<file path="config.mk">
export PLATFORM = sky130hd
export DESIGN_NAME = ddr3_dma_read_seq_flat
export DESIGN_NICKNAME = d
export VERILOG_FILES = /design/src/rtl/ddr3_dma_read_seq_if.sv /design/src/rtl/ddr3_dma_read_seq.sv /design/src/flat_wrapper.sv
export SDC_FILE = /design/constraint.sdc
export NUM_CORES = 1
export LEC_CHECK = 0
export ABC_AREA = 0
export CAP_MARGIN = 20
export CORE_MARGIN = 4
export CORE_UTILIZATION = 51
export CTS_CLUSTER_DIAMETER = 100
export DETAILED_ROUTE_END_ITERATION = 12
export PLACE_DENSITY = 0.83
export SYNTH_ARGS = -nofsm -noshare
export SYNTH_HDL_FRONTEND = slang
export SYNTH_SLANG_ARGS = --single-unit
</file>
<file path="constraint.sdc">
create_clock -name clk -period 4.1 [get_ports clk]
set_input_delay 0.82 -clock clk [delete_from_list [all_inputs] [get_ports clk]]
set_output_delay 0.82 -clock clk [all_outputs]
set_load 0.03 [all_outputs]
</file>
<file path="src/rtl/ddr3_dma_read_seq_if.sv">
// Client port of the DDR3 DMA read engine: row request/ack handshake plus this client's data enables.
interface ddr3_dma_read_seq_if;
  logic        read_req;
  logic [26:0] read_start_addr;
  logic [26:0] read_length;
  logic        read_ack;
  logic        dout_en_i;
  logic        dout_eop;

  modport master (
    output read_req, read_start_addr, read_length,
    input  read_ack, dout_en_i, dout_eop
  );

  modport slave (
    input  read_req, read_start_addr, read_length,
    output read_ack, dout_en_i, dout_eop
  );
endinterface

</file>
<file path="src/rtl/ddr3_dma_read_seq.sv">
// Strided 2D read sequencer: one DMA request per row, at most MAX_OUTSTANDING rows in flight, done when all land.
// Registered outputs; start -> read_req next cycle; requests stall while the in-flight limit is reached.
module ddr3_dma_read_seq #(
  parameter int MAX_OUTSTANDING = 2,
  parameter int GAP             = 4
) (
  input  logic        clk,
  input  logic        rst,
  input  logic        start,
  input  logic [26:0] base_addr,
  input  logic [26:0] row_len,
  input  logic [26:0] row_stride,
  input  logic [15:0] row_count,
  output logic        busy,
  output logic        done,
  output logic        err,
  output logic [15:0] rows_done,
  ddr3_dma_read_seq_if.master dma
);

  localparam int         GW    = (GAP > 1) ? $clog2(GAP) : 1;
  localparam logic [3:0] MAX_O = 4'(MAX_OUTSTANDING);

  typedef enum logic [1:0] {S_IDLE, S_REQ, S_GAP, S_DRAIN} state_t;

  state_t          state_q, state_d;
  logic [26:0]     next_addr_q, next_addr_d;
  logic [26:0]     len_q, len_d;
  logic [26:0]     stride_q, stride_d;
  logic [15:0]     rows_left_q, rows_left_d;
  logic [3:0]      out_q, out_d;
  logic [15:0]     rows_done_q, rows_done_d;
  logic [GW-1:0]   gap_cnt_q, gap_cnt_d;
  logic            busy_q, busy_d, done_q, done_d, err_q, err_d;
  logic            req_q, req_d;
  logic [26:0]     addr_q, addr_d, length_q, length_d;
  logic            ack_fire, eop_fire;

  always_comb begin
    state_d     = state_q;
    next_addr_d = next_addr_q;
    len_d       = len_q;
    stride_d    = stride_q;
    rows_left_d = rows_left_q;
    out_d       = out_q;
    rows_done_d = rows_done_q;
    gap_cnt_d   = gap_cnt_q;
    busy_d      = busy_q;
    done_d      = 1'b0;
    err_d       = 1'b0;
    req_d       = req_q;
    addr_d      = addr_q;
    length_d    = length_q;

    // An eop with nothing in flight is a stray beat; an ack with req low is not a grant.
    ack_fire = req_q & dma.read_ack;
    eop_fire = dma.dout_en_i & dma.dout_eop & (out_q != 4'd0);

    if (eop_fire) rows_done_d = rows_done_q + 16'd1;
    case ({ack_fire, eop_fire})
      2'b10:   out_d = out_q + 4'd1;
      2'b01:   out_d = out_q - 4'd1;
      default: out_d = out_q;
    endcase

    case (state_q)
      S_IDLE: begin
        if (start) begin
          next_addr_d = base_addr;
          len_d       = row_len;
          stride_d    = row_stride;
          rows_left_d = row_count;
          out_d       = 4'd0;
          rows_done_d = 16'd0;
          if (row_count == 16'd0 || row_len < 27'd2) begin
            done_d = 1'b1;
            err_d  = 1'b1;
          end else begin
            state_d  = S_REQ;
            busy_d   = 1'b1;
            req_d    = 1'b1;
            addr_d   = base_addr;
            length_d = row_len;
          end
        end
      end
      S_REQ: begin
        if (ack_fire) begin
          req_d       = 1'b0;
          next_addr_d = next_addr_q + stride_q;
          rows_left_d = rows_left_q - 16'd1;
          gap_cnt_d   = '0;
          state_d     = S_GAP;
        end else begin
          req_d = (out_d < MAX_O);
        end
      end
      S_GAP: begin
        if (gap_cnt_q == GW'(GAP - 1)) begin
          if (rows_left_q != 16'd0) begin
            state_d  = S_REQ;
            req_d    = (out_d < MAX_O);
            addr_d   = next_addr_q;
            length_d = len_q;
          end else begin
            state_d = S_DRAIN;
          end
        end else begin
          gap_cnt_d = gap_cnt_q + 1'b1;
        end
      end
      S_DRAIN: begin
        if (out_d == 4'd0) begin
          done_d  = 1'b1;
          busy_d  = 1'b0;
          state_d = S_IDLE;
        end
      end
      default: state_d = S_IDLE;
    endcase
  end

  always_ff @(posedge clk) begin
    if (rst) begin
      state_q     <= S_IDLE;
      next_addr_q <= '0;
      len_q       <= '0;
      stride_q    <= '0;
      rows_left_q <= '0;
      out_q       <= '0;
      rows_done_q <= '0;
      gap_cnt_q   <= '0;
      busy_q      <= 1'b0;
      done_q      <= 1'b0;
      err_q       <= 1'b0;
      req_q       <= 1'b0;
      addr_q      <= '0;
      length_q    <= '0;
    end else begin
      state_q     <= state_d;
      next_addr_q <= next_addr_d;
      len_q       <= len_d;
      stride_q    <= stride_d;
      rows_left_q <= rows_left_d;
      out_q       <= out_d;
      rows_done_q <= rows_done_d;
      gap_cnt_q   <= gap_cnt_d;
      busy_q      <= busy_d;
      done_q      <= done_d;
      err_q       <= err_d;
      req_q       <= req_d;
      addr_q      <= addr_d;
      length_q    <= length_d;
    end
  end

  assign busy                = busy_q;
  assign done                = done_q;
  assign err                 = err_q;
  assign rows_done           = rows_done_q;
  assign dma.read_req        = req_q;
  assign dma.read_start_addr = addr_q;
  assign dma.read_length     = length_q;

endmodule

</file>
<file path="src/flat_wrapper.sv">
// flat-port wrapper written by rule: the top's interface ports become plain ports
module ddr3_dma_read_seq_flat 
#(
  parameter int MAX_OUTSTANDING = 2,
  parameter int GAP             = 4
)
  (clk, rst, start, base_addr, row_len, row_stride, row_count, busy, done, err, rows_done, dma_read_req, dma_read_start_addr, dma_read_length, dma_read_ack, dma_dout_en_i, dma_dout_eop);
  ddr3_dma_read_seq_if dma_i ();
  input  logic clk;
  input  logic rst;
  input  logic start;
  input  logic [26:0] base_addr;
  input  logic [26:0] row_len;
  input  logic [26:0] row_stride;
  input  logic [15:0] row_count;
  output logic busy;
  output logic done;
  output logic err;
  output logic [15:0] rows_done;
  output wire logic [$bits(dma_i.read_req)-1:0] dma_read_req;
  output wire logic [$bits(dma_i.read_start_addr)-1:0] dma_read_start_addr;
  output wire logic [$bits(dma_i.read_length)-1:0] dma_read_length;
  input wire logic [$bits(dma_i.read_ack)-1:0] dma_read_ack;
  input wire logic [$bits(dma_i.dout_en_i)-1:0] dma_dout_en_i;
  input wire logic [$bits(dma_i.dout_eop)-1:0] dma_dout_eop;
  assign dma_read_req = dma_i.read_req;
  assign dma_read_start_addr = dma_i.read_start_addr;
  assign dma_read_length = dma_i.read_length;
  assign dma_i.read_ack = dma_read_ack;
  assign dma_i.dout_en_i = dma_dout_en_i;
  assign dma_i.dout_eop = dma_dout_eop;
  ddr3_dma_read_seq #(.MAX_OUTSTANDING(MAX_OUTSTANDING), .GAP(GAP)) u_core (.clk(clk), .rst(rst), .start(start), .base_addr(base_addr), .row_len(row_len), .row_stride(row_stride), .row_count(row_count), .busy(busy), .done(done), .err(err), .rows_done(rows_done), .dma(dma_i));
endmodule
</file>
# Word-level counts from Yosys, hierarchy flattened

Cells that the tools add are included.

Logic and storage cells: 102
Bits in registers: 179

Mux-type cells: 44
Bitwise logic cells: 4
Eq/ne operators: 13
Add/sub/neg operators: 6
Order comparisons: 2
Reduce and logical (&&, ||, !) cells: 19

Operators by type and width:

| operator              | count |
|---|---|
| $mux 27               | 10 |
| $pmux 27 s2           | 3 |
| $mux 16               | 5 |
| $pmux 16 s2           | 1 |
| $add 27x27->27        | 1 |
| $lt 27x2->1 const B   | 1 |
| $add 16x1->16 const B | 1 |
| $logic_not 16->1      | 1 |
| $mux 2                | 8 |
| $reduce_bool 16->1    | 1 |
| $sub 16x1->16 const B | 1 |
| $reduce_and 5->1      | 3 |
| $mux 1                | 9 |
| $eq 2x2->1 const B    | 4 |
| $mux 4                | 2 |
| $ne 2x1->1 const B    | 4 |
| $pmux 2 s4            | 1 |
| $pmux 4 s2            | 1 |
| $reduce_bool 2->1     | 4 |
| $ne 2x2->1 const B    | 3 |
| $reduce_and 3->1      | 2 |
| $add 4x1->4 const B   | 1 |
| $eq 2x1->1 const B    | 2 |
| $logic_not 4->1       | 1 |
| 15 further kinds      | 18 |

# Depth between registers and ports, before layout

Gate-level depths: netlist of run 1.

Word-level depth: 8
Gate-level depth with buffers: 14
Depth with buffers taken out: 13

# Worst setup path before layout of run 1

Ideal clock, no wire load.

Kind: input to register
Start: input port dma_dout_en_i
End: register u_core.state_q[1]
Path buffers: 1
Data arrival time: 3212 ps
Stages: 14
Path slack: 797 ps
Required time: 4009 ps
Path through: nand2_1 > a21oi_1 > ha_1 > clkbuf_1 > xor2_1 > ha_1 > a21oi_1 > xor2_1 > nor2_1 > xnor2_1 > and4_1 > o2111a_1 > a21oi_1 > a311oi_1

Longest elaborated chain between the ends: 7

Ends and longest elaborated chain:

| element                                  | line                     | RTL |
|---|---|---|
| from (decl)                              | flat_wrapper.sv:24       | `input wire logic [$bits(dma_i.dout_en_i)-1:0] dma_dout_en_i;` |
| $and 1x1->1 (*) (2 in series)            | ddr3_dma_read_seq.sv:57  | `eop_fire = dma.dout_en_i & dma.dout_eop & (out_q != 4'd0);` |
| $eq 2x1->1 or $eq 2x2->1 (tied branches) | ddr3_dma_read_seq.sv:60  | `case ({ack_fire, eop_fire})` |
| $pmux 4 s2 (*)                           | ddr3_dma_read_seq.sv:60  |  |
| $logic_not 4->1 (*)                      | ddr3_dma_read_seq.sv:113 | `if (out_d == 4'd0) begin` |
| $ne 2x1->1 (no source line) (*)          | --                       |  |
| $reduce_and 5->1 (no source line) (*)    | --                       |  |
| to (signal assigned)                     | ddr3_dma_read_seq.sv:140 | `state_q <= state_d;` |
| to (decl)                                | ddr3_dma_read_seq.sv:26  | `state_t state_q, state_d;` |

Every way passes the cells marked *; elsewhere a longest branch is shown, timed or not.
A chain may end at the register's enable or synchronous reset.

# Final worst setup path of run 1

Ends and elaborated chain as after synthesis.

==> results of run 1 <==
[stage by stage]
stage	total power, W	hold WS (ns)	std cells	area (um^2)	worst slack, ns
floorplan	0.00602	0.436	1105	9140	0.797
global placement	0.00723	0.441	1445	11000	0.581
detailed placement	0.00735	0.446	1445	11000	0.427
CTS	0.00905	0.456	1477	11600	0.857
global route	0.00964	0.469	1478	11600	0.511
finish	0.00903	0.454	1478	11600	0.797
[power groups by stage]
| stage | clock network (W) | logic, W | registers (W) |
|---|---|---|---|
| final | 0.00168 | 0.00463 | 0.00272 |
| after global routing | 0.00178 | 0.00507 | 0.00279 |
| after CTS | 0.00170 | 0.00464 | 0.00271 |
| after global placement | 0 | 0.00450 | 0.00273 |
| after floorplan | 0 | 0.00282 | 0.00321 |
| after detailed placement | 0 | 0.00460 | 0.00274 |
[sequential cells by signal, indices dropped and copies added (netlist names), 2 cells and up]
signal / flops
u_core.dma.read_length: 27
u_core.dma.read_start_addr: 27
u_core.len_q: 27
u_core.next_addr_q: 27
u_core.stride_q: 27
u_core.rows_done: 16
u_core.rows_left_q: 16
u_core.out_q: 4
u_core.gap_cnt_q: 2
u_core.state_q: 2
[worst max-delay path: stages]
cell and delay [ns]:
clkdlybuf4s50_1 0.45, nand2_1 0.05, a21oi_1 0.17, ha_1 0.32
xor2_1 0.12, ha_1 0.19, a21oi_1 0.15, xor2_1 0.16
nor2_1 0.07, xnor2_1 0.21, and4_1 0.28, o2111a_1 0.25
a21oi_1 0.09, a311oi_1 0.27
[placed cells by master (no fill, tap or decap), types with 6 or more instances in the layout]
cell and n:
inv_1 19, mux2i_1 70, o21ai_0 37, ha_1 34
buf_4 11, a211oi_2 20, nand2b_1 9, dfxtp_1 179
nor2b_1 6, nor3_1 16, nand3_1 13, a31oi_1 8
a21oi_1 121, a211oi_1 57, a22oi_1 6, a21o_1 9
nor2_1 121, clkdlybuf4s50_1 175, nand4_1 8, clkbuf_16 17
or3_1 10, xor2_1 21, xnor2_1 13, nor4_1 12
nand2_1 173
[routing by layer]
layer | up-vias | track usage
met3 | 44 | 0.0334
met2 | 209 | 0.377
li1 | 4192 | -
met4 | 2 | 0.0899
met5 | - | 0
met1 | 3956 | 0.306
[area by class of cell]
cell class	count	area (um^2)
antenna	1	2.50
timing repair buffer	188	1870
fill	1484	5790
inverter	20	75.1
clock buffer	17	425
multi-input combinational	833	5200
tap	225	282
clock inverter	15	179
sequential	179	3580
[cells by family after synthesis]
| logic type | synth area share |
|---|---|
| and+or+nand+nor | 0.192 |
| buffers and inverters | 0.0420 |
| adders and majority gates | 0.0515 |
| muxes | 0.0791 |
| xor gates and xnor gates | 0.0326 |
| AOI/OAI and AO/OA | 0.210 |
| DFF | 0.392 |
[worst max path at each step]
stage | startpoint | end | slack, ns
4_1_cts | dma_dout_en_i | u_core.state_q[1] | 0.86
3_3_place_gp | dma_dout_en_i | u_core.state_q[1] | 0.58
6_report | dma_dout_en_i | u_core.state_q[1] | 0.80
5_1_grt | dma_dout_en_i | u_core.state_q[1] | 0.51
3_5_place_dp | dma_dout_en_i | u_core.state_q[1] | 0.43
2_1_floorplan | dma_dout_en_i | u_core.state_q[1] | 0.80
==> results.sh, run 1 <==
export IMPL_min_period_ns=3.30
export IMPL_clk_latency_ns=0.42
export IMPL_final_setup_tns_ns=0
export IMPL_wl_met1_um=11000
export IMPL_wl_met3_um=1090
export IMPL_drive_above_1_share=0.0687
export IMPL_skew_ns=0.00961
export IMPL_drv_slew=0
export IMPL_yosysSeqAreaShare=0.392
export IMPL_port_buffers=176
export IMPL_fp_dieH_um=142
export IMPL_synth_top_area_share=0.392
export IMPL_cellPowerDensity_nw_per_um2=777
export IMPL_p_int_w=0.00511
export IMPL_holdCritPathClass="flop to flop"
export IMPL_met2_length_um=11000
export IMPL_drtAntennaViolNets=0
export IMPL_fin_crit_sh=0.806
export IMPL_clockBufferDepth=2
export IMPL_syn_area_um2=9140
export IMPL_drt_wirelength_per_cell_um=16.1
export IMPL_p_switching_w=0.00392
export IMPL_syn_to_final_growth_pct=27.2
export IMPL_dieArea_um2=20100
export IMPL_dr_pass1_iters=5
export IMPL_timing_worst_setup_path_type="input pin to flop"
export IMPL_overflow=0
export IMPL_power_leakage_nw=4.33
export IMPL_worst_slew_pin_slew_ns=0.898
export IMPL_yosysMostFrequentCell="dfxtp_1"
export IMPL_path_max_fanout=6
export IMPL_worst_r2r_path_depth=12
export IMPL_wirelength_um=23700
export IMPL_end_kind="flop"
export IMPL_route_top_layer_used="met5"
export IMPL_ys_top_cells_by_count="dfxtp_1 (179), nand2_1 (174), a21oi_1 (121), nor2_1 (121), mux2i_1 (70)"
export IMPL_avgSynthCellArea_um2=8.27
export IMPL_p_clk_frac=0.186
export IMPL_r2r_end="u_core.dma.read_start_addr[11]"
export IMPL_hold_viol=0
export IMPL_vias=8403
export IMPL_ys_types=63
export IMPL_grt_use_total=0.230
export IMPL_drcViolationCount=0
export IMPL_start_util=0.525
export IMPL_swShare=0.434
export IMPL_cts_buffers=17
export IMPL_first_global_vias=7947
export IMPL_antenna_found_initial=2
export IMPL_seq_power_share=0.301
export IMPL_core_um2=17400
export IMPL_synth_ff_type="dfxtp_1"
export IMPL_gp_congestion=0.909
export IMPL_min_from="u_core.len_q[10]"
export IMPL_yosys_warnings=0
export IMPL_cts_tree="done"
export IMPL_drv_cap=0
export IMPL_hold_end="u_core.len_q[10]"
export IMPL_finalCoreUtilization=0.667
export IMPL_crit_arrival_ns=3.62
export IMPL_htreeDepth=4
export IMPL_post_cts_setup_buffer_count=0
export IMPL_synth_edf_count=0
export IMPL_path_clk_slew_ns=0.06
export IMPL_root_buffer="clkbuf_16"
export IMPL_synth_area_leaders="dfxtp_1 (39%), mux2i_1 (7.7%), nand2_1 (7.1%)"
export IMPL_dp_hpwl_um=16000
export IMPL_yosysTopAreaCell="dfxtp_1"
export IMPL_cts_resized_gates=0
export IMPL_cts_hold_buf=0
export IMPL_ys_ff_latch=179
export IMPL_fp_dieW_um=142
export IMPL_viasPerCell=5.69
export IMPL_status="completed"
export IMPL_syn_inst=1105
export IMPL_reg2reg_slack_ns=0.91
export IMPL_final_nets=1379
export IMPL_hold_path_depth=2
export IMPL_comb_power_share=0.513
export IMPL_synth_nets=1245
export IMPL_relSlewSlack=0.401
export IMPL_ios=177
export IMPL_required_ns=4.42
export IMPL_setup_viol_count_final=0
export IMPL_grt_max_degree=150
export IMPL_grt_first_pass_wirelength_um=38300
export IMPL_max_freq_ghz=0.303
export IMPL_r2r_start="u_core.rows_left_q[0]"
export IMPL_rows=48
export IMPL_async_flop_share=0
export IMPL_rsz0062_at_grt="false"
export IMPL_startpoint_type="input pin"
export IMPL_peakVddDrop_uv=506
export IMPL_clock_sinks=179
export IMPL_drt_iter0_drc=519
Power figures use the tool's default switching activity.
==> run 2, diff against run 1 <==
--- a/config.mk
+++ b/config.mk
@@ -8,10 +8,10 @@
 export ABC_AREA = 0
 export CAP_MARGIN = 20
 export CORE_MARGIN = 4
-export CORE_UTILIZATION = 51
+export CORE_UTILIZATION = 47
 export CTS_CLUSTER_DIAMETER = 100
 export DETAILED_ROUTE_END_ITERATION = 12
-export PLACE_DENSITY = 0.83
+export PLACE_DENSITY = 0.8
 export SYNTH_ARGS = -nofsm -noshare
 export SYNTH_HDL_FRONTEND = slang
 export SYNTH_SLANG_ARGS = --single-unit
==> constraint.sdc (replaced) <==
create_clock -name clk -period 2.65 [get_ports clk]
set_input_delay 0.53 -clock clk [delete_from_list [all_inputs] [get_ports clk]]
set_output_delay 0.53 -clock clk [all_outputs]
set_load 0.03 [all_outputs]
==> results.sh, run 2 (synthesis results as in run 1) <==
export IMPL_worst_r2r_path_depth=12
export IMPL_drt_wirelength_per_cell_um=15.9
export IMPL_grt_first_pass_wirelength_um=41100
export IMPL_clk_latency_ns=0.43
export IMPL_fill_cells=1564
export IMPL_p_int_w=0.00839
export IMPL_cts_tree="done"
export IMPL_violations="negative setup slack"
export IMPL_worst_slew_pin_slew_ns=0.698
export IMPL_cts_buffers=17
export IMPL_worst_slack_ns=-0.201
export IMPL_p_switching_w=0.00644
export IMPL_required_ns=2.93
export IMPL_first_global_vias=8437
export IMPL_place_ws_ns=-0.693
export IMPL_setup_viol_count_final=57
export IMPL_timing_worst_setup_path_type="flop to flop"
export IMPL_htreeDepth=4
export IMPL_layout_common_cells="dfxtp_1 (175), clkdlybuf4s50_1 (173), nand2_1 (171)"
export IMPL_viasPerCell=5.46
export IMPL_placed_cell_area_um2=11700
export IMPL_core_um2=18900
export IMPL_wirelength_um=25300
export IMPL_drtAntennaViolNets=0
export IMPL_dp_hpwl_um=17300
export IMPL_max_freq_ghz=0.351
export IMPL_hold_viol=0
export IMPL_startpoint_type="flop"
export IMPL_min_period_ns=2.85
export IMPL_fin_area_um2=12500
export IMPL_fp_dieW_um=147
export IMPL_end_kind="flop"
export IMPL_path_clk_slew_ns=0.07
export IMPL_comb_power_share=0.549
export IMPL_swShare=0.434
export IMPL_crit_arrival_ns=3.13
export IMPL_start_util=0.484
export IMPL_clockBufferDepth=2
export IMPL_vias=8691
export IMPL_final_common_cell="dfxtp_1"
export IMPL_rsz0062_at_grt="true"
export IMPL_antenna_found_initial=1
export IMPL_min_from="u_core.len_q[13]"
export IMPL_cellPowerDensity_nw_per_um2=1180
export IMPL_reg2reg_slack_ns=-0.20
export IMPL_r2r_end="u_core.dma.read_start_addr[9]"
export IMPL_rows=50
export IMPL_seq_area_um2=3590
export IMPL_drcViolationCount=0
export IMPL_grt_max_degree=150
export IMPL_final_nets=1459
export IMPL_peakVddDrop_uv=659
export IMPL_p_clk_frac=0.164
export IMPL_fp_dieH_um=147
export IMPL_drv_slew=0
export IMPL_num_antenna_cells=0
export IMPL_drv_cap=0
export IMPL_multi_input_area_um2=5470
export IMPL_dieArea_um2=21700
export IMPL_ios=177
export IMPL_seq_power_share=0.287
export IMPL_grt_use_total=0.227
export IMPL_r2r_start="u_core.rows_left_q[0]"
export IMPL_drive_above_1_share=0.178
export IMPL_root_buffer="clkbuf_16"
export IMPL_hold_path_depth=2
export IMPL_port_buffers=176
export IMPL_overflow=0
export IMPL_hold_end="u_core.len_q[13]"
export IMPL_dr_pass1_iters=5
export IMPL_clock_sinks=179
export IMPL_status="finished, violations left"
export IMPL_drt_iter0_drc=555
export IMPL_fin_crit_sh=1.08
export IMPL_skew_ns=0.0158
export IMPL_power_leakage_nw=4.75
export IMPL_gp_congestion=0.906
export IMPL_relSlewSlack=0.534
export IMPL_path_max_fanout=34
export IMPL_holdCritPathClass="flop to flop"
export IMPL_syn_to_final_growth_pct=37.2
==> run 2: changes by cell type in the layout (fill, tap and decap cells not counted), moves of 6 or more <==
cell     previous run  this run
buf_4              11        87
nor2_1            121        85
a21oi_1           121       114
a21oi_2             0         6
nor2_2              0        36
==> run 2: layout make-up <==
type	count	area share
Inverter	20	0.00599
Multi-Input combinational cell	833	0.436
Tap cell	260	0.0259
Sequential cell	179	0.286
Clock inverter	13	0.00968
Clock buffer	19	0.0353
Timing Repair Buffer	268	0.200
==> run 2: worst max-delay path: stages, from the launching register on <==
cell and delay (ns):
dfxtp_2 0.32, inv_2 0.07, ha_4 0.13, or4b_4 0.46, or4_4 0.43, or3_4 0.36, nor4_4 0.18, nand2_2 0.11
nand3_2 0.12, a21boi_4 0.11, buf_12 0.19, nor2_2 0.14, a211oi_2 0.05
==> run 2: repair_timing <==
item / CTS / global route
setup endpoints to repair: 62 / 68
hold buffers: 0 / 0
buffers inserted: 5 / 7
gates resized for setup: 29 / 44
gates cloned: 0 / 0
pin swaps: 7 / 10
==> run 2: how the worst max path moves through the flow <==
| stage | from | end | cells past startpoint |
|---|---|---|---|
| after floorplan | u_core.rows_left_q[0] | u_core.dma.read_start_addr[10] | 13 |
| after global placement | dma_dout_en_i | u_core.state_q[1] | 14 |
| after detailed placement | dma_dout_en_i | u_core.state_q[1] | 14 |
| after CTS | u_core.rows_left_q[0] | u_core.dma.read_start_addr[13] | 12 |
| after global routing | u_core.rows_left_q[0] | u_core.dma.read_start_addr[23] | 12 |
| final | u_core.rows_left_q[0] | u_core.dma.read_start_addr[9] | 12 |
==> run 2: stage by stage <==
stage	TNS [ns]	util	instances	hold WS [ns]	total power, W
floorplan	-7.16	-	1105	0.436	0.00940
global placement	-8.98	0.618	1548	0.441	0.0117
detailed placement	-10.99	0.618	1548	0.446	0.0120
CTS	-7.18	0.654	1585	0.456	0.0146
global route	-15.66	0.664	1592	0.481	0.0158
finish	-8.15	0.664	1592	0.456	0.0148
==> run 2: per-layer routing <==
metal  part of all wire  global-route usage  vias to the layer above
li1                   -                   -                     4339
met1               0.44               0.295                     4061
met2               0.48               0.381                      246
met3              0.059              0.0475                       43
met4              0.022              0.0713                        2
met5            0.00047                   0                        -
==> run 2: power groups by stage <==
stage	combinational, W	sequential, W	clock (W)
4_1_cts	0.00792	0.00421	0.00247
6_report	0.00815	0.00425	0.00243
3_5_place_dp	0.00773	0.00423	0
2_1_floorplan	0.00444	0.00496	0
3_3_place_gp	0.00754	0.00420	0
5_1_grt	0.00884	0.00436	0.00260
==> run 3, diff against run 2 <==
--- a/config.mk
+++ b/config.mk
@@ -12,6 +12,7 @@
 export CTS_CLUSTER_DIAMETER = 100
 export DETAILED_ROUTE_END_ITERATION = 12
 export PLACE_DENSITY = 0.8
+export SLEW_MARGIN = 40
 export SYNTH_ARGS = -nofsm -noshare
 export SYNTH_HDL_FRONTEND = slang
 export SYNTH_SLANG_ARGS = --single-unit
==> results of run 3 <==
Final layout, timing and power as in run 2 (identical DEF).
==> patch 1 (settings of run 3) <==
`GAP` is set to 4 in 2 places; all go to 8.
--- a/src/rtl/ddr3_dma_read_seq.sv
+++ b/src/rtl/ddr3_dma_read_seq.sv
@@ -2,7 +2,7 @@
 // Registered outputs; start -> read_req next cycle; requests stall while the in-flight limit is reached.
 module ddr3_dma_read_seq #(
   parameter int MAX_OUTSTANDING = 2,
-  parameter int GAP             = 4
+  parameter int GAP             = 8
 ) (
   input  logic        clk,
   input  logic        rst,
--- a/src/flat_wrapper.sv
+++ b/src/flat_wrapper.sv
@@ -2,7 +2,7 @@
 module ddr3_dma_read_seq_flat 
 #(
   parameter int MAX_OUTSTANDING = 2,
-  parameter int GAP             = 4
+  parameter int GAP             = 8
 )
   (clk, rst, start, base_addr, row_len, row_stride, row_count, busy, done, err, rows_done, dma_read_req, dma_read_start_addr, dma_read_length, dma_read_ack, dma_dout_en_i, dma_dout_eop);
   ddr3_dma_read_seq_if dma_i ();
Function: changed (Yosys sat finds a counterexample within 10 cycles, from zero or initial values and one cycle with rst high).
==> patch 1 against run 3 <==
Count of clock-buffer cells in the layout decreased by 2; final area shrank 0.45%; core utilization fell by 0.73 points; sequential cell count increased by 1; power decreased by 3.3%; wire length fell by 0.52%; setup slack better by 290 ps; synthesized area up 0.99%; critical endpoint is now u_core.next_addr_q[25]; largest cell class unchanged.
==> patch 1: results (changes against run 3) <==
| Metric | Value |
|---|---|
| Clk Tree Root Cell | `clkbuf_16 (unchanged)` |
| Xor and xnor area share after synthesis | `0.0361 (was 0.0326)` |
| Drt pass-1 iters | `7 (was 5)` |
| Multi-input gate count | `853 (was 833)` |
| Clock Latency Late Sink | `430 ps (about the same)` |
| Worst vdd ir | `0.000708 V (was 0.000659 V)` |
| Slew headroom | `0.544 (was 0.534)` |
| Antenna cells | `0 (unchanged)` |
| Leak | `4.69 nW (was 4.75 nW)` |
| Worst Path Max Fanout | `6 (was 34)` |
| Arrival @ worst endpoint | `2840 ps (was 3130 ps)` |
| Final wirelength | `25.2 mm (was 25.3 mm)` |
| Post-synth top cells | `180 x dfxtp_1, 174 x nand2_1, 149 x nor2_1, 114 x a21oi_1 (was 179 x dfxtp_1, 174 x nand2_1, 121 x a21oi_1, 121 x nor2_1, 70 x mux2i_1)` |
| Layout cells sized above 1 | `0.140 (was 0.178)` |
| Area contributors post-synth | `dfxtp_1 39%, nand2_1 7.1%, mux2i_1 6.8%, a21oi_1 6.2%, nor2_1 6.1% (was dfxtp_1 39%, mux2i_1 7.7%, nand2_1 7.1%, a21oi_1 6.6%, nor2_1 5.0%)` |
| Number of non-clock buffers in the layout | `256 (was 268)` |
| Gr usage total | `0.224 (was 0.227)` |
| Met1 GRT Util | `0.293 (was 0.295)` |
| Worst path top cell family by delay | `compound AO/OA/AOI/OAI gates (was simple AND/OR/NAND/NOR gates)` |
| Layout non-clock buf frac | `0.194 (was 0.200)` |
| Vias | `8818 (was 8691)` |
| Clock network area share | `0.0464 (was 0.0450)` |
| Critical Path Slowest Stage Cell | `ha_2 (was or4b_4)` |
| Skew final | `7.55 ps (was 15.8 ps)` |
| Pin count of the biggest net entering global routing | `78 (was 150)` |
| Max incr delay on CP | `410 ps (was 460 ps)` |
| Share of cell area taken by multi-input logic gates | `0.438 (was 0.436)` |
| Mapped Nets | `1271 (was 1245)` |
| Nets | `1469 (was 1459)` |
| Synth Area in Compound Gates | `0.219 (was 0.210)` |
| First-pass GRT wire length | `40.9 mm (was 41.1 mm)` |
| Final Wtd Congestion | `0.847 (was 0.906)` |
| Register area share after synthesis | `0.390 (was 0.392)` |
| CTS max path bufs | `2 (unchanged)` |
| Met3 GRT Util | `0.0503 (was 0.0475)` |
| Adder-cell area share of the yosys netlist | `0.0523 (was 0.0515)` |
| Post-DP HPWL | `17.3 mm (about the same)` |
| Fillers | `1609 (was 1564)` |
| FFs & Latches | `180 (was 179)` |
| Hold Path Class | `flip-flop to flip-flop (unchanged)` |
| Post-synthesis mux area share | `0.0683 (was 0.0791)` |
| Unique masters post-synth | `62 (was 63)` |
| Outcome | `complete, no violations (was finished, violations left)` |
| Seq/total area | `0.289 (was 0.286)` |
| Vias in the first global route | `8493 (was 8437)` |
| Met2 usage in global routing | `0.369 (was 0.381)` |
| Number of clock buffers in the layout | `17 (was 19)` |
| Starting DRT DRC Count | `479 (was 555)` |
| CTS buffer count | `17 (unchanged)` |
==> patch 1: cell types whose count changed in the layout (fill, tap and decap cells not counted), moves of 5 or more <==
| cell | change |
|---|---|
| xnor2_1 | +7 |
| a21oi_1 | -7 |
| nor3_1 | -5 |
| inv_8 | +7 |
| o21ai_0 | -9 |
| nand3_1 | +9 |
| a21o_1 | +8 |
| mux2i_1 | -7 |
| nor2_2 | -33 |
| buf_4 | -11 |
| nor2_1 | +61 |
==> patch 1: power breakdown <==
group          total [W]  internal [W]  switching, W
clock network    0.00249       0.00126       0.00123
logic            0.00760       0.00311       0.00449
registers        0.00425       0.00361      0.000649
total             0.0144       0.00798       0.00637
==> patch 1: timing repair <==
action                                  in CTS  in global routing
buffers inserted                             1                  3
endpoints found under the setup margin      10                 71
hold buffers                                 0                  0
gates resized for setup                     11                 36
pin swaps                                    3                 14
==> patch 1: path summary, 6_finish.rpt <==
check                                            from                      to  slack, ps  depth (start not counted)
worst max-delay path            u_core.next_addr_q[5]  u_core.next_addr_q[25]         90                         10
worst max register to register  u_core.next_addr_q[5]  u_core.next_addr_q[25]         90                         10
worst min-delay path                 u_core.len_q[10]        u_core.len_q[10]        460                          2
worst min register to register       u_core.len_q[10]        u_core.len_q[10]        460                          2
==> patch 1: per-stage QoR <==
stage               setup WS, ps  setup TNS (ps)   util  instances  cell area [um2]
floorplan                  -19.0           -19.0      -       1130             9280
global placement            -489           -8980  0.615       1565            11700
detailed placement          -526          -12790  0.615       1565            11700
CTS                         4.56               0  0.648       1598            12300
global route               -89.4            -229  0.656       1601            12500
finish                      89.9               0  0.656       1601            12500
==> patch 1: layer usage <==
metal  wire [um]  vias up
li1            -     4404
met1       11300     4124
met2       11900      246
met3        1490       42
met4         489        2
met5           8        -
==> patch 2 (config.mk and constraints of run 3) <==
Made on the original files. Encoding of `state_t`: now one-hot (4 bits for 4 states).
--- a/src/rtl/ddr3_dma_read_seq.sv
+++ b/src/rtl/ddr3_dma_read_seq.sv
@@ -21,7 +21,7 @@
   localparam int         GW    = (GAP > 1) ? $clog2(GAP) : 1;
   localparam logic [3:0] MAX_O = 4'(MAX_OUTSTANDING);
 
-  typedef enum logic [1:0] {S_IDLE, S_REQ, S_GAP, S_DRAIN} state_t;
+  typedef enum logic [3:0] {S_IDLE = 4'b0001, S_REQ = 4'b0010, S_GAP = 4'b0100, S_DRAIN = 4'b1000} state_t;
 
   state_t          state_q, state_d;
   logic [26:0]     next_addr_q, next_addr_d;
Check against the original RTL: no difference found for any inputs over 4 cycles, from zero or initial values and one cycle with rst high; so few cycles prove little.
==> patch 2 against run 3 <==
The flow still finishes with violations (negative setup slack); setup slack improved by 180 ps; core utilization fell by 0.23 points; sequential share of layout area rose by 0.30 points; wire length rose by 7.1%; via count rose by 9.1%; final area barely moved; critical path depth fell by 1; fmax rose by 6.9%; sequential cell count rose by 2; synthesized area rose by 0.49%; synthesized cell count rose by 7.7%; final cell count rose by 4.8%; critical path type unchanged; largest cell class unchanged.
Power is not compared: it rests on default switching activity, and its combinational part moved more than twofold at a synthesized area within 25%.
==> patch 2: results (changes against run 3) <==
| Metric | Value |
|---|---|
| Outcome | `finished, violations left (unchanged)` |
| Failing checks | `negative setup slack (unchanged)` |
| Count of final setup violators | `1 (was 57)` |
| CTS max path bufs | `2 (unchanged)` |
| Met1 GRT Util | `0.296 (was 0.295)` |
| Area contributors post-synth | `dfxtp_1 39%, nand2_1 12%, a21oi_1 5.8%, nor2_1 5.8%, ha_1 4.4% (was dfxtp_1 39%, mux2i_1 7.7%, nand2_1 7.1%, a21oi_1 6.6%, nor2_1 5.0%)` |
| Register area share after synthesis | `0.394 (was 0.392)` |
| Layout non-clock buf frac | `0.207 (was 0.200)` |
| Unique masters post-synth | `61 (was 63)` |
| Worst setup margin | `-16.6 ps (was -201 ps)` |
| Mapped Nets | `1326 (was 1245)` |
| Vias | `9480 (was 8691)` |
| Post-synth top cells | `294 x nand2_1, 181 x dfxtp_1, 141 x nor2_1, 107 x a21oi_1, 74 x clkbuf_1 (was 179 x dfxtp_1, 174 x nand2_1, 121 x a21oi_1, 121 x nor2_1, 70 x mux2i_1)` |
| Gr usage total | `0.236 (was 0.227)` |
| Max incr delay on CP | `500 ps (was 460 ps)` |
| Multi-input gate area | `0.00537 mm2 (was 0.00547 mm2)` |
| Multi-input gate count | `916 (was 833)` |
| Slew headroom | `0.603 (was 0.534)` |
| Nets | `1532 (was 1459)` |
| Met3 GRT Util | `0.0325 (was 0.0475)` |
| Crit path from | `u_core.stride_q[0] (was u_core.rows_left_q[0])` |
| Fillers | `1549 (was 1564)` |
| Clock network area share | `0.0469 (was 0.0450)` |
| Met2 usage in global routing | `0.415 (was 0.381)` |
| Setup WS pre-CTS | `-295 ps (was -693 ps)` |
| Pin count of the biggest net entering global routing | `67 (was 150)` |
| Core Util, Final | `0.661 (was 0.664)` |
| Non-clk invs | `9 (was 20)` |
| Max layer used | `met4 (was met5)` |
| Adder-cell area share of the yosys netlist | `0.0458 (was 0.0515)` |
| Vias in the first global route | `9059 (was 8437)` |
| Drt pass-1 iters | `4 (was 5)` |
| WL per Instance | `16.3 um (was 15.9 um)` |
| Arrival @ worst endpoint | `3040 ps (was 3130 ps)` |
| Xor and xnor area share after synthesis | `0.0334 (was 0.0326)` |
| Skew final | `10.0 ps (was 15.8 ps)` |
| Critical Path Slowest Stage Cell | `or4_1 (was or4b_4)` |
| Final total negative setup slack | `-16.6 ps (was -8150 ps)` |
| First-pass GRT wire length | `43.3 mm (was 41.1 mm)` |
| WL met2 | `13.5 mm (was 12.2 mm)` |
| Ys Warns | `0 (unchanged)` |
| Synth Area in Compound Gates | `0.229 (was 0.210)` |
| Metal3 WL | `1.54 mm (was 1.48 mm)` |
| Number of non-clock buffers in the layout | `271 (was 268)` |
| Post-synthesis mux area share | `0.00327 (was 0.0791)` |
| FF/Latch Area | `0.00363 mm2 (was 0.00359 mm2)` |
| Antenna violations before repair | `0 (was 1)` |
| Layout cells sized above 1 | `0.134 (was 0.178)` |
| Hold Crit Start | `u_core.len_q[0] (was u_core.len_q[13])` |
| Starting DRT DRC Count | `657 (was 555)` |
| Post-DP HPWL | `18.2 mm (was 17.3 mm)` |
[patch 2: cell families after synthesis]
kind of cell,count (synthesis)
buf+inv,93
simple gates,545
flops,181
fa+ha+maj,33
mux,3
xor+xnor,35
compound gates,300
[patch 2: per-stage QoR]
step,hold slack (ps),area [um2],cells
floorplan,437,9190,1190
global placement,442,11700,1630
detailed placement,447,11700,1630
CTS,457,12400,1664
global route,475,12500,1669
finish,458,12500,1669
[patch 2: worst reg2reg max path: cells and delay by family (launching register included)]
| family | cells | cell delay [ps] |
|---|---|---|
| fa+ha+maj | 2 | 370 |
| buf+inv | 1 | 70 |
| flops | 1 | 340 |
| compound gates | 4 | 720 |
| simple gates | 4 | 1100 |
[patch 2: worst paths after layout]
kind | to | slack (ps) | cells past startpoint
worst max-delay path | u_core.next_addr_q[26] | -20 | 11
worst min-delay path | u_core.len_q[0] | 460 | 2
worst max register to register | u_core.next_addr_q[26] | -20 | 11
worst min register to register | u_core.len_q[0] | 460 | 2
[patch 2: what timing repair did]
action                                  CTS  global route
buffers inserted                          3             3
gates cloned                              0             2
hold buffers                              0             0
endpoints found under the setup margin    6            21
pin swaps                                 4             8
resized for setup                        15            25
[patch 2: power breakdown]
| part | total (W) | internal, W | leakage [nW] | switching [W] |
|---|---|---|---|---|
| registers | 0.00335 | 0.00310 | 1.49 | 0.000246 |
| logic | 0.00310 | 0.00134 | 3.11 | 0.00176 |
| clock network | 0.00255 | 0.00134 | 0.281 | 0.00121 |
| total | 0.00900 | 0.00578 | 4.88 | 0.00322 |
